### src/rtl/relu_backward.sv
// ReLU backward gate: stores forward-pass masks in a bit FIFO and
// zeroes upstream gradients whose activation did not pass.
module relu_backward #(
  parameter int DEPTH = 16
) (
  input  logic                       clk,
  input  logic                       rst_n,
  input  logic                       flush,
  input  logic                       fwd_valid,
  input  logic [31:0]                fwd_x,
  output logic                       fwd_ready,
  input  logic                       grad_valid,
  input  logic [31:0]                grad,
  output logic                       grad_ready,
  output logic                       out_valid,
  output logic [31:0]                out,
  input  logic                       out_ready,
  output logic [$clog2(DEPTH):0]     count
);

  localparam int AW = $clog2(DEPTH);
  localparam int CW = AW + 1;
  localparam logic [CW-1:0] FULL = CW'(DEPTH);

  logic [DEPTH-1:0] mem;
  logic [AW-1:0]    wr_ptr;
  logic [AW-1:0]    rd_ptr;
  logic             push;
  logic             pop;
  logic             mask;

  // positive, nonzero encodings (incl. +Inf and positive NaN) pass
  assign mask = !fwd_x[31] && (|fwd_x[30:0]);

  assign fwd_ready  = (count != FULL);
  assign grad_ready = (count != '0) && (!out_valid || out_ready);
  assign push       = fwd_valid && fwd_ready;
  assign pop        = grad_valid && grad_ready;

  always_ff @(posedge clk or negedge rst_n) begin
    if (!rst_n) begin
      mem       <= '0;
      wr_ptr    <= '0;
      rd_ptr    <= '0;
      count     <= '0;
      out_valid <= 1'b0;
      out       <= '0;
    end else if (flush) begin
      wr_ptr    <= '0;
      rd_ptr    <= '0;
      count     <= '0;
      out_valid <= 1'b0;
      out       <= '0;
    end else begin
      if (push) begin
        mem[wr_ptr] <= mask;
        wr_ptr      <= wr_ptr + AW'(1);
      end
      if (pop) begin
        rd_ptr    <= rd_ptr + AW'(1);
        out       <= mem[rd_ptr] ? grad : 32'h0;
        out_valid <= 1'b1;
      end else if (out_ready) begin
        out_valid <= 1'b0;
      end
      unique case ({push, pop})
        2'b10:   count <= count + CW'(1);
        2'b01:   count <= count - CW'(1);
        default: count <= count;
      endcase
    end
  end

endmodule

### config.mk
export PLATFORM = sky130hd
export DESIGN_NAME = relu_backward
export DESIGN_NICKNAME = d
export VERILOG_FILES = /design/src/rtl/relu_backward.sv
export SDC_FILE = /design/constraint.sdc
export NUM_CORES = 1
export LEC_CHECK = 0
export ABC_AREA = 0
export CORE_MARGIN = 2
export CORE_UTILIZATION = 40
export DETAILED_ROUTE_END_ITERATION = 8
export PLACE_DENSITY = 0.76
export SLEW_MARGIN = 30
export SYNTH_ARGS = -nofsm -noshare
export SYNTH_HDL_FRONTEND = slang
export SYNTH_SLANG_ARGS = --single-unit
### constraint.sdc
create_clock -name clk -period 3.4 [get_ports clk]
set_input_delay 0.51 -clock clk [delete_from_list [all_inputs] [get_ports clk]]
set_output_delay 0.51 -clock clk [all_outputs]
set_load 0.02 [all_outputs]
==> out/qor.csv, run 1 <==
metric;value;unit
Tmin final;2960;ps
Final Setup Violations;0;
die height;92.3;um
fin crit share;86.9;%
Post-CTS Repair Setup Buffers;0;
final setup TNS;0;ps
diode count;0;
Detail Placement HPWL;5.65;mm
Peak VDD IR;0.298;mV
grt total ovfl;0;
worst endpoint data arrival time;3210;ps
DR pass1 iterations;4;
CTS max path bufs;2;
Leak Pwr;0.00183;uW
combinational family with the most area after synthesis;simple AND/OR/NAND/NOR gates;
DR vias;2878;
Routed Antenna Nets;0;
Hold Path Class;in2async;
Remaining DRCs;0;
unrepaired setup endpoints after global routing;no;
multiplexer share of the synthesized area;6.98;%
initial antenna violation count;0;
worst-path cell chain;or4_1 -> o211ai_4 -> a21oi_1 -> xor2_1 -> ha_1 -> a31o_2 -> nor4_1 -> a32oi_1 -> or2_2 -> a31oi_1;
Core Area;0.00765;mm2
Post-Synth Simple-Gate Area;19.1;%
CTS root buffer;clkbuf_8;
CTS tree;built;
critical path class;reg2reg;
Post-Synth XOR/XNOR Area;1.97;%
input/output buffers;109;
#FFs+latches synth;62;
Clock Latency Late Sink;330;ps
Final Max Slew Viols;0;
Final Hold Violating Endpoints;0;
wire length of the first global-routing pass;14.0;mm
via density per instance;5.39;
Die X-Extent;92.3;um
vias in the first global route;2895;
Overall Global Routing Usage;20.3;%
Rel. slew slack;59.7;%
Starting Density;40.8;%
# fillers;646;
cts hold-fix bufs;0;
outcome;finished clean;
Die ar.;0.00852;mm2
pin count of the biggest net entering global routing;49;
critical path peak fanout;8;
I/O pin count;110;
number of synthesized flops with an enable pin;0;
Startpoint Class;flip-flop;
DR iter-0 viols;223;
worst-margin pin slew;599;ps
P per Cell Area;650;mW/mm2
clk sinks;62;
Main synth FF type;dfrtp_1;
row cnt;32;
Resized Gates After CTS;0;
Ys Warns;0;
Compound-Gate Fraction of Synth Area;15.8;%
Routed WL per cell;15.4;um
Post-Synthesis Cells;326;
Final Util;59.0;%
net count after synthesis;403;
htree depth;3;
Max Cap Violations;0;
endpoint type of the worst setup path;flip-flop;
worst clock skew;8.12;ps
Mapped Area;0.00312;mm2
Critical Path RT;3650;ps
Avg Inst Size Synth;9.57;um2
crit-path max cell delay;670;ps
share of cells above drive strength 1;7.87;%
CP max-delay cell;or4_1;
Synth Area in Adders;2.81;%
sequential area share after synthesis;49.7;%
CTS Buf Count;9;
Area Overhead vs Synth;44.6;%
Max Fclk;338;MHz
CTS clock-pin slew for the worst setup and hold paths;70;ps
Distinct cells, synth;38;
asr flop ratio synth;100;%
GPL Wtd Cong;0.905;
# nets final;504;
Routed Wire Length;8.22;mm
## through the flow
stage / instance area [um2] / hold WS, ps / cells / power [uW] / worst slack [ps]
after floorplan: 3120 / 214 / 326 / 1720 / 514
after global placement: 4280 / 480 / 518 / 2160 / 492
after detailed placement: 4280 / 494 / 518 / 2190 / 363
after CTS: 4510 / 140 / 534 / 2960 / 444
after global routing: 4510 / 155 / 534 / 3120 / 286
final: 4510 / 129 / 534 / 2930 / 444
## sequential cells by signal (all words and copies together) (netlist names)
signal	cells
wr_ptr	4
out_valid	1
rd_ptr	4
out	32
mem	16
count	5
## final timing paths
| check | startpoint | to | slack, ps | cells past startpoint |
|---|---|---|---|---|
| setup / recovery | count[2] | count[4] | 440 | 10 |
| max in group asynchronous | rst_n | wr_ptr[0] | 2380 | 2 |
| hold / removal | rst_n | out[4] | 130 | 1 |
| setup reg to reg | count[2] | count[4] | 440 | 10 |
| min in group clk | mem[3] | mem[3] | 510 | 1 |
| hold reg to reg | mem[3] | mem[3] | 510 | 1 |
## cells by family after synthesis
family	after synthesis
adders and majority gates	7
buffers and inverters	29
muxes	16
DFF	62
xor gates and xnor gates	7
AOI/OAI and AO/OA	79
and+or+nand+nor	126
## cells in the final DEF (no fill, tap or decap), types with 2 or more instances in the layout
cell type and instances:
a21oi_1 40, buf_4 6, bufinv_16 3, clkbuf_1 3, clkbuf_8 9, clkdlybuf4s50_1 108, dfrtp_1 62, ha_1 7
inv_1 4, mux2_1 2, mux2_2 4, mux2i_1 5, mux4_2 4, nand2_1 48, nand2b_1 5, nand3_1 33
nand4_1 4, nor2_1 13, nor2b_1 3, nor3_1 7, nor4_1 8, o211a_1 2, o21ai_0 16, o41ai_1 12
xnor2_1 2, xor2_1 5
## where the power goes
group	internal [uW]	total, uW	switching (uW)
Sequential	867	1010	141
Clock	487	757	270
Combinational	516	1170	654
Total	1870	2930	1060
## area by class of cell
type / instances / area, um2 / area share (%)
clock inverter: 4 / 95.1 / 2.11
multi-input combinational: 235 / 1460 / 32.3
tap: 102 / 128 / 2.83
sequential: 62 / 1550 / 34.4
inverter: 4 / 15.0 / 0.333
timing repair buffer: 115 / 1130 / 25.1
clock buffer: 12 / 135 / 3.00
## critical path, delay by kind of cell (launching register included)
family	cells	cell delay (ps)
xor+xnor	1	170
simple gates	3	1180
compound gates	5	820
flops	1	460
fa+ha+maj	1	240
## Yosys cell counts, types with 2 or more instances
cell / count / share of area (%)
o211a_1: 2 / 0.64
inv_1: 4 / 0.48
mux4_2: 4 / 2.9
buf_1: 2 / 0.24
mux2_1: 2 / 0.72
nor4_1: 8 / 1.6
nor2b_1: 3 / 0.60
nand2b_1: 5 / 1.0
o41ai_1: 12 / 3.4
a21oi_1: 40 / 6.4
clkbuf_1: 18 / 2.2
nor3_1: 7 / 1.1
xnor2_1: 2 / 0.56
dfrtp_1: 62 / 50
nand2_1: 48 / 5.8
nand3_1: 33 / 5.3
mux2_2: 4 / 1.4
xor2_1: 5 / 1.4
nor2_1: 13 / 1.6
buf_2: 5 / 0.80
mux2i_1: 6 / 1.9
nand4_1: 4 / 0.80
o21ai_0: 16 / 2.6
ha_1: 7 / 2.8
## per-layer routing
layer / track usage (%) / up-vias / share of wire (%)
li1: - / 1376 / -
met1: 27.1 / 1404 / 43
met2: 32.8 / 90 / 50
met3: 3.91 / 8 / 4.9
met4: 7.71 / 0 / 1.4
met5: 0 / - / 0
Note: power is estimated with default switching activity, not from simulation.
==> run 2, diff against run 1 <==
--- a/config.mk
+++ b/config.mk
@@ -6,7 +6,6 @@
 export NUM_CORES = 1
 export LEC_CHECK = 0
 export ABC_AREA = 0
-export CORE_MARGIN = 2
 export CORE_UTILIZATION = 40
 export DETAILED_ROUTE_END_ITERATION = 8
 export PLACE_DENSITY = 0.76
==> out/qor.csv, run 2 (synthesized netlist as in run 1, its figures left out) <==
metric;value;unit
Largest regs;out: 32 flops, mem: 16 flops, count: 5 flops;
CTS Buf Count;9;
power after layout;2880;uW
row cnt;31;
worst-path cell chain;or4_1 -> o211ai_4 -> a21oi_1 -> xor2_1 -> ha_1 -> a31o_2 -> nor4_1 -> a32oi_1 -> or2_2 -> a31oi_1;
commonest non-fill, non-tap cell in the layout;clkdlybuf4s50_1;
Leak Pwr;0.00182;uW
cts hold-fix bufs;0;
Routed Wire Length;8.07;mm
Max Fclk;334;MHz
CTS tree;built;
Core Area;0.00741;mm2
die height;90.3;um
Peak VDD IR;0.345;mV
CTS clock-pin slew for the worst setup and hold paths;70;ps
# fillers;658;
Detail Placement HPWL;5.72;mm
critical path peak fanout;8;
final setup TNS;0;ps
worst path bufs/invs;0;
Max Cap Violations;0;
via density per instance;5.38;
Die ar.;0.00815;mm2
CP max-delay cell;or4_1;
GPL Wtd Cong;0.904;
Post-CTS Repair Setup Buffers;0;
Critical Path RT;3660;ps
pin count of the biggest net entering global routing;49;
CTS max path bufs;2;
grt total ovfl;0;
P per Cell Area;640;mW/mm2
# nets final;504;
Startpoint Class;flip-flop;
DR pass1 iterations;4;
share of cells above drive strength 1;8.33;%
CTS root buffer;clkbuf_8;
Overall Global Routing Usage;20.3;%
I/O pin count;110;
Final Max Slew Viols;0;
diode count;0;
setup ws final;405;ps
Final Hold Violating Endpoints;0;
Area Overhead vs Synth;44.0;%
fin crit share;88.1;%
Rel. slew slack;56.1;%
Hold Path Class;in2async;
DR vias;2857;
DR iter-0 viols;131;
htree depth;3;
wire length of the first global-routing pass;13.4;mm
Biggest register;out;
most frequent cells in the layout;108 x clkdlybuf4s50_1, 62 x dfrtp_1, 48 x nand2_1;
Routed WL per cell;15.2;um
busiest grt layer;met2;
Routed Antenna Nets;0;
placed inst area;0.00428;mm2
Tmin final;3000;ps
Clock Latency Late Sink;340;ps
critical path class;reg2reg;
dpl ws;365;ps
Starting Density;42.1;%
clk sinks;62;
endpoint type of the worst setup path;flip-flop;
Die X-Extent;90.3;um
worst endpoint data arrival time;3250;ps
Resized Gates After CTS;0;
GR Util met2;33.7;%
outcome;finished clean;
Top Family by Delay on Critical Path;simple AND/OR/NAND/NOR gates;
Final Setup Violations;0;
post-route cell area;0.00449;mm2
vias in the first global route;2834;
input/output buffers;109;
unrepaired setup endpoints after global routing;no;
grt met3 use;7.32;%
worst clock skew;8.15;ps
worst-margin pin slew;654;ps
met1 Usage GRT;24.4;%
max reg flops;32;
crit-path max cell delay;670;ps
initial antenna violation count;0;
Remaining DRCs;0;
==> run 2: changes by cell type in the layout (fill, tap and decap cells not counted), sizes merged <==
cell and change:
clkbuf -2, clkinv +2, bufinv -1, clkinvlp +1
==> run 2: path summary, 6_finish.rpt <==
kind,slack (ps),from,depth (start not counted),end
max,400,count[2],10,count[4]
min,110,rst_n,1,out[3]
max reg2reg,400,count[2],10,count[4]
min reg2reg,520,mem[2],1,mem[2]
max in group asynchronous,2400,rst_n,2,out[27]
min in group clk,520,mem[2],1,mem[2]
==> run 2: per-layer routing <==
| metal | up-vias | part of all wire, % | wire length (um) |
|---|---|---|---|
| met2 | 105 | 50 | 4010 |
| met5 | - | 0 | 0 |
| li1 | 1380 | - | - |
| met1 | 1360 | 41 | 3350 |
| met3 | 12 | 7.1 | 576 |
| met4 | 0 | 1.6 | 128 |
==> run 2: cell type report <==
class                           instances  area [um2]  share of cell area, %
Clock buffer                           10         128                   2.84
Sequential cell                        62        1550                   34.5
Tap cell                               99         124                   2.76
Clock inverter                          6        86.3                   1.92
Inverter                                4        15.0                  0.334
Multi-Input combinational cell        235        1460                   32.4
Timing Repair Buffer                  115        1130                   25.2
==> run 2: report_power, final <==
part	leakage [uW]	switching, uW	total, uW	internal, uW
combinational	0.000867	661	1180	516
sequential	0.000846	137	1000	866
clock	0.000106	285	696	411
total	0.00182	1080	2880	1790
==> run 2: metrics by stage <==
stage                     instances  hold WS (ps)  utilization [%]
final                           531           106             60.6
after global routing            531           134             60.6
after CTS                       531           110             60.6
after detailed placement        515           482             57.7
after global placement          515           480             57.7
after floorplan                 326           214                -
==> run 3, diff against run 2 <==
--- a/config.mk
+++ b/config.mk
@@ -6,9 +6,11 @@
 export NUM_CORES = 1
 export LEC_CHECK = 0
 export ABC_AREA = 0
+export CORE_MARGIN = 5
 export CORE_UTILIZATION = 40
 export DETAILED_ROUTE_END_ITERATION = 8
 export PLACE_DENSITY = 0.76
+export SETUP_SLACK_MARGIN = 0.05
 export SLEW_MARGIN = 30
 export SYNTH_ARGS = -nofsm -noshare
 export SYNTH_HDL_FRONTEND = slang
==> out/qor.csv, run 3 (synthesized netlist as in run 1, its figures left out) <==
metric;value;unit
Leak Pwr;0.00184;uW
Post-Layout Cell Count;534;
GPL Wtd Cong;0.828;
DR pass1 iterations;4;
Peak VDD IR;0.252;mV
htree depth;3;
Rel. slew slack;56.1;%
Seq pwr share;33.1;%
Routed WL per cell;15.9;um
Resized Gates After CTS;0;
Tmin final;3030;ps
worst clock skew;11.0;ps
Remaining DRCs;0;
FF-to-FF path depth;10;
max reg flops;32;
sw frac;35.8;%
Hold Path Class;in2async;
Overall Global Routing Usage;18.3;%
Pint;1950;uW
logic gate share of total power;38.9;%
Max Cap Violations;0;
unrepaired setup endpoints after global routing;no;
P per Cell Area;667;mW/mm2
clock power share;27.9;%
Area Overhead vs Synth;45.7;%
worst-margin pin slew;653;ps
Biggest register;out;
vias in the first global route;2951;
# nets final;504;
Cells after DPL;518;
clk sinks;62;
Core Area;0.00765;mm2
CTS tree;built;
Detail Placement HPWL;6.02;mm
critical path peak fanout;8;
cts hold-fix bufs;0;
Final Max Slew Viols;0;
metal2 WL;4.17;mm
Clock Latency Late Sink;330;ps
via density per instance;5.29;
WL met1;3.67;mm
Startpoint Class;flip-flop;
DR top layer;met4;
wire length of the first global-routing pass;14.6;mm
worst endpoint data arrival time;3270;ps
critical path class;reg2reg;
share of cells above drive strength 1;8.33;%
Critical Path RT;3640;ps
die height;98.3;um
Max Fclk;330;MHz
pin count of the biggest net entering global routing;49;
Largest regs;out: 32 flops, mem: 16 flops, count: 5 flops;
outcome;finished clean;
CTS max path bufs;2;
grt total ovfl;0;
DR vias;2823;
row cnt;32;
endpoint type of the worst setup path;flip-flop;
input/output buffers;109;
CTS clock-pin slew for the worst setup and hold paths;70;ps
Final Hold Violating Endpoints;0;
metal3 WL;536;um
diode count;0;
final setup TNS;0;ps
fin crit share;89.2;%
DR iter-0 viols;161;
most frequent cells in the layout;108 x clkdlybuf4s50_1, 62 x dfrtp_1, 48 x nand2_1;
initial antenna violation count;0;
I/O pin count;110;
Routed Wire Length;8.49;mm
Final Setup Violations;0;
CTS Buf Count;9;
Post-CTS Repair Setup Buffers;0;
commonest non-fill, non-tap cell in the layout;clkdlybuf4s50_1;
CTS root buffer;clkbuf_8;
Psw;1090;uW
Starting Density;40.8;%
Die ar.;0.00966;mm2
Routed Antenna Nets;0;
Die X-Extent;98.3;um
-- run 3: changes by cell type in the layout (fill, tap and decap cells not counted), sizes merged --
| cell | previous run | this run |
|---|---|---|
| clkinv | 3 | 2 |
| clkinvlp | 1 | 0 |
| bufinv | 2 | 4 |
-- run 3: worst paths after layout --
path,from,endpoint,slack [ps]
max reg2reg,count[2],count[4],370
min,rst_n,out[2],140
max in group asynchronous,rst_n,out[8],2590
min reg2reg,mem[2],mem[2],510
min in group clk,mem[2],mem[2],510
max,count[2],count[4],370
-- run 3: per-stage QoR --
| stage | hold slack (ps) | util [%] | power, uW | area, um2 | setup WS (ps) |
|---|---|---|---|---|---|
| final | 137 | 59.4 | 3030 | 4550 | 367 |
| after global routing | 164 | 59.4 | 3220 | 4550 | 245 |
| after CTS | 319 | 59.4 | 3060 | 4540 | 382 |
| after detailed placement | 496 | 56.0 | 2200 | 4280 | 337 |
| after global placement | 482 | 56.0 | 2170 | 4280 | 495 |
| after floorplan | 214 | - | 1720 | 3120 | 514 |
-- run 3: layer usage --
| metal | vias to the layer above | GRT usage (%) |
|---|---|---|
| met5 | - | 0 |
| met4 | 0 | 5.15 |
| met3 | 9 | 5.93 |
| met2 | 84 | 29.1 |
| met1 | 1354 | 24.1 |
| li1 | 1376 | - |
-- run 3: cell type report --
class | count | area (um2)
Timing Repair Buffer | 115 | 1130
Clock inverter | 6 | 134
Fill cell | 645 | 3100
Sequential cell | 62 | 1550
Tap cell | 102 | 128
Inverter | 4 | 15.0
Multi-Input combinational cell | 235 | 1460
Clock buffer | 10 | 128
-- run 3: power by group through the flow --
stage,Combinational (uW),Clock (uW),Sequential [uW]
floorplan,642,0,1080
global placement,1160,0,1010
detailed placement,1190,0,1020
CTS,1190,861,1010
global route,1300,898,1030
finish,1180,847,1000
-- run 3: worst max-delay path: stages, from the launching register on --
cell      delay [ps]
dfrtp_1          470
or4_1            680
o211ai_4         220
a21oi_1          100
xor2_1           180
ha_1             250
a31o_2           300
nor4_1           200
a32oi_1           90
or2_2            290
a31oi_1          160
==> variant 1: new RTL, flow settings as in run 2 <==
Set the parameter `DEPTH` to 8 (it was 16).
--- a/src/rtl/relu_backward.sv
+++ b/src/rtl/relu_backward.sv
@@ -3,3 +3,3 @@
 module relu_backward #(
-  parameter int DEPTH = 16
+  parameter int DEPTH = 8
 ) (
Ports: changed (resized count); port bits go from 110 to 109. No check against the original RTL was run, so the function may have changed too.
==> variant 1 against run 2 <==
  * Sequential cell count decreased by 11
  * Total power is 25% lower
  * Routed wire length decreased by 36%
  * Count of clock-buffer cells in the layout shrank 4
  * Area after synthesis shrank 22%
  * Clock skew decreased by 4.1 ps
  * Via count is 32% lower
  * Final area is 20% lower
  * Synthesized cell count decreased by 40%
  * Setup slack improved by 99 ps
  * Highest routed layer unchanged
==> variant 1: results (changes against run 2) <==
Synth Area in Compound Gates - 0.1692 (was 0.1576)
CP startpoint - count[3]$_DFFE_PN0P_ (was count[2]$_DFFE_PN0P_)
drt first-iter violations - 90 (was 131)
Placer Congestion - 0.8225 (was 0.9038)
vias in the first global route - 1840 (was 2834)
largest buffer count on any clock path - 2 (unchanged)
Post-synth ARST share - 1.000 (unchanged)
clock slew at reported path FFs - 90 ps (was 70 ps)
Final setup viols - 0 (unchanged)
number of diodes - 0 (unchanged)
reg2reg path depth - 8 (was 10)
leading post-synthesis cells by cell area - dfrtp_1 (53%), a22o_1 (12%), mux2_2 (3.7%) (was dfrtp_1 (50%), a21oi_1 (6.4%), nand2_1 (5.8%))
Root Driver - clkbuf_8 (unchanged)
initial antenna violation count - 0 (unchanged)
largest net degree at the start of global routing - 52 (was 49)
Worst-Skew Late Latency - 300 ps (was 340 ps)
list of most frequent post-synthesis cells - dfrtp_1 (51), a22o_1 (32), nor2_1 (12), mux2_2 (8) (was dfrtp_1 (62), nand2_1 (48), a21oi_1 (40), nand3_1 (33), clkbuf_1 (18))
crit-path max cell delay - 650 ps (was 670 ps)
mux share of post-synthesis cell area - 0.07736 (was 0.06980)
CTS resizes - 0 (unchanged)
Final Skew - 4.008 ps (was 8.150 ps)
top_reg_cell synth - dfrtp_1 (unchanged)
post-CTS setup buffer count - 0 (unchanged)
worst-path fanout max - 9 (was 8)
Yosys cell types - 42 (was 38)
DR vias - 1948 (was 2857)
critical path data arrival time - 3090 ps (was 3250 ps)
WL final - 5.194 mm (was 8.066 mm)
Nets - 374 (was 504)
post-DP HPWL - 3.856 mm (was 5.720 mm)
total track usage - 0.1714 (was 0.2033)
P_leak - 0.001554 uW (was 0.001820 uW)
Place WS - 308.0 ps (was 364.9 ps)
syn_nets - 269 (was 403)
sequential share of the synthesized area - 0.5260 (was 0.4974)
CP max stage cell - or4b_1 (was or4_1)
first-pass GRT wire length - 8.535 mm (was 13.43 mm)
Ys Warns - 0 (unchanged)
# port buffers - 108 (was 109)
share of layout cells above drive strength 1 - 0.1030 (was 0.08333)
post-synthesis xor/xnor area fraction - 0.02888 (was 0.01966)
Worst VDD drop - 0.0002458 V (was 0.0003448 V)
CTS H-tree lvls - 2 (was 3)
cts bufs inserted - 5 (was 9)
min-delay worst type - input pin to async pin (unchanged)
Slew @ Worst Pin - 624.5 ps (was 653.6 ps)
Largest regs - out (32), mem (8), count (4) (was out (32), mem (16), count (5))
sw power - 759.6 uW (was 1083 uW)
status - finished clean (unchanged)
DRT Pass-1 Iters - 4 (unchanged)
Adder-Cell Fraction of Synth Area - 0.02063 (was 0.02808)
mapped cell area - 0.002426 sq mm (was 0.003119 sq mm)
CP delay by family, top - compound AO/OA/AOI/OAI gates (was simple AND/OR/NAND/NOR gates)
==> variant 1: per-layer routing <==
layer / track usage / part of all wire / vias to the layer above
met5: 0 / 0 / -
met4: 0.05893 / 0.0085 / 0
met3: 0.03657 / 0.076 / 6
met2: 0.2581 / 0.46 / 84
met1: 0.2434 / 0.46 / 918
li1: - / - / 940
==> variant 1: per-stage QoR <==
| step | hold WS (ps) | util | cells | power (uW) | cell area [sq um] |
|---|---|---|---|---|---|
| global placement | 485.8 | 0.5950 | 368 | 1782 | 3502 |
| floorplan | 214.4 | - | 195 | 1452 | 2426 |
| CTS | 239.3 | 0.6125 | 376 | 2169 | 3605 |
| finish | 219.8 | 0.6125 | 376 | 2145 | 3605 |
| detailed placement | 490.7 | 0.5957 | 368 | 1797 | 3506 |
| global route | 264.0 | 0.6125 | 376 | 2290 | 3605 |
==> variant 1: worst paths after layout <==
check	end	slack (ps)
min in group clk	mem[0]$_DFFE_PN0P_	510
hold / removal	out[1]$_DFFE_PN0P_	220
setup / recovery	count[3]$_DFFE_PN0P_	500
setup reg to reg	count[3]$_DFFE_PN0P_	500
max in group asynchronous	out[25]$_DFFE_PN0P_	2760
hold reg to reg	mem[0]$_DFFE_PN0P_	510
==> variant 1: final cells by class <==
class                   count  area (sq um)
well taps                  75         93.84
multi-input cells         125          1008
inverters                   5         18.77
repair buffers            112          1109
fillers                   471          2281
flip-flops and latches     51          1276
clock inverters             2         16.27
clock buffers               6         82.58
==> variant 1: power groups by stage <==
stage	sequential [uW]	clock, uW	combinational [uW]
2_1_floorplan	952	0	500
3_5_place_dp	859	0	938
5_1_grt	869	404	1020
6_report	848	361	937
4_1_cts	848	377	944
3_3_place_gp	853	0	929
==> variant 2: new RTL, config.mk and constraints of run 2 <==
Made on the original files. Reset style: synchronous (`rst_n`), changed in one clocked block.
--- a/src/rtl/relu_backward.sv
+++ b/src/rtl/relu_backward.sv
@@ -39,3 +39,3 @@
 
-  always_ff @(posedge clk or negedge rst_n) begin
+  always_ff @(posedge clk) begin
     if (!rst_n) begin
Formal check against the unedited RTL: differs if rst_n is asserted again (counterexample within 4 cycles, from zero or initial values and one cycle with rst_n low); with rst_n held inactive, the same outputs for 4 cycles.
==> variant 2 against run 2 <==
  * The flow now finishes with violations (design-rule violations)
  * Non-clock buffer count stayed put
  * Sequential cell count unchanged
  * Area after synthesis down 13%
  * Hold slack gained 370 ps
  * Largest cell class is now multi-input combinational cells
  * Routed wire length down 20%
  * Setup slack better by 230 ps
  * Critical path type is now input pin to register
  * Final area down 11%
Power is not compared: it rests on default switching activity, and its combinational part moved more than twofold at a synthesized area within 25%.
==> variant 2: results (changes against run 2) <==
largest net degree at the start of global routing - 33 (was 49)
Logic inverters - 10 (was 4)
Placer Congestion - 0.7945 (was 0.9038)
WHS - 473.6 ps (was 106.3 ps)
register area - 0.001241 sq mm (was 0.001551 sq mm)
failing checks - design-rule violations
share of layout cells above drive strength 1 - 0.07337 (was 0.08333)
FF-to-FF End - count[4]$_SDFFE_PP0P_ (was count[4]$_DFFE_PN0P_)
Setup CP Type - input pin to register (was register to register)
CP startpoint - out_ready (was count[2]$_DFFE_PN0P_)
reg2reg path depth - 11 (was 10)
met3 Use GR - 0.04326 (was 0.07323)
Layout non-clock buf frac - 0.2834 (was 0.2518)
grt met2 use - 0.3010 (was 0.3372)
Nets - 443 (was 504)
fin crit period - 2765 ps (was 2995 ps)
Vias/cell - 5.157 (was 5.380)
Met1 Wirelength - 2.842 mm (was 3.347 mm)
total track usage - 0.1883 (was 0.2033)
Remaining DRCs - 20 (was 0)
Yosys cell types - 36 (was 38)
GR Layer Usage met1 - 0.2417 (was 0.2444)
syn_nets - 333 (was 403)
vias in the first global route - 2270 (was 2834)
Final Skew - 8.821 ps (was 8.150 ps)
first-pass GRT wire length - 10.67 mm (was 13.43 mm)
FILL cells - 576 (was 658)
metal2 WL - 3.096 mm (was 4.013 mm)
status - complete, but fails checks (was finished clean)
metal3 WL - 417 microns (was 576 microns)
ClkCell Share - 0.04370 (was 0.04763)
-- variant 2: cell families (layout without fill, tap and decap cells) --
group | after synthesis | in the layout | synth area share
DFF | 62 | 62 | 0.4593
AOI/OAI and AO/OA | 47 | 47 | 0.1412
and+or+nand+nor | 78 | 78 | 0.1588
muxes | 22 | 22 | 0.1102
xor gates and xnor gates | 8 | 8 | 0.02593
adders and majority gates | 10 | 10 | 0.04908
buffers and inverters | 26 | 141 | 0.05556
-- variant 2: critical path, stage by stage --
cell and delay [ps]:
clkdlybuf4s50_1 450, inv_1 60, a221oi_2 310, ha_1 300, inv_1 90, fa_1 390
nor2b_1 150, o21ai_0 120, nor4b_1 170, or3_1 320, a21oi_1 140
-- variant 2: per-stage QoR --
step	area, sq um	cells
floorplan	2703	253
global placement	3825	429
detailed placement	3834	429
CTS	4009	445
global route	4009	445
finish	4009	445
-- variant 2: power by group --
group / switching [uW] / internal, uW
Clock: 296 / 264
Combinational: 66.6 / 107
Sequential: 5.78 / 731
Total: 368 / 1100
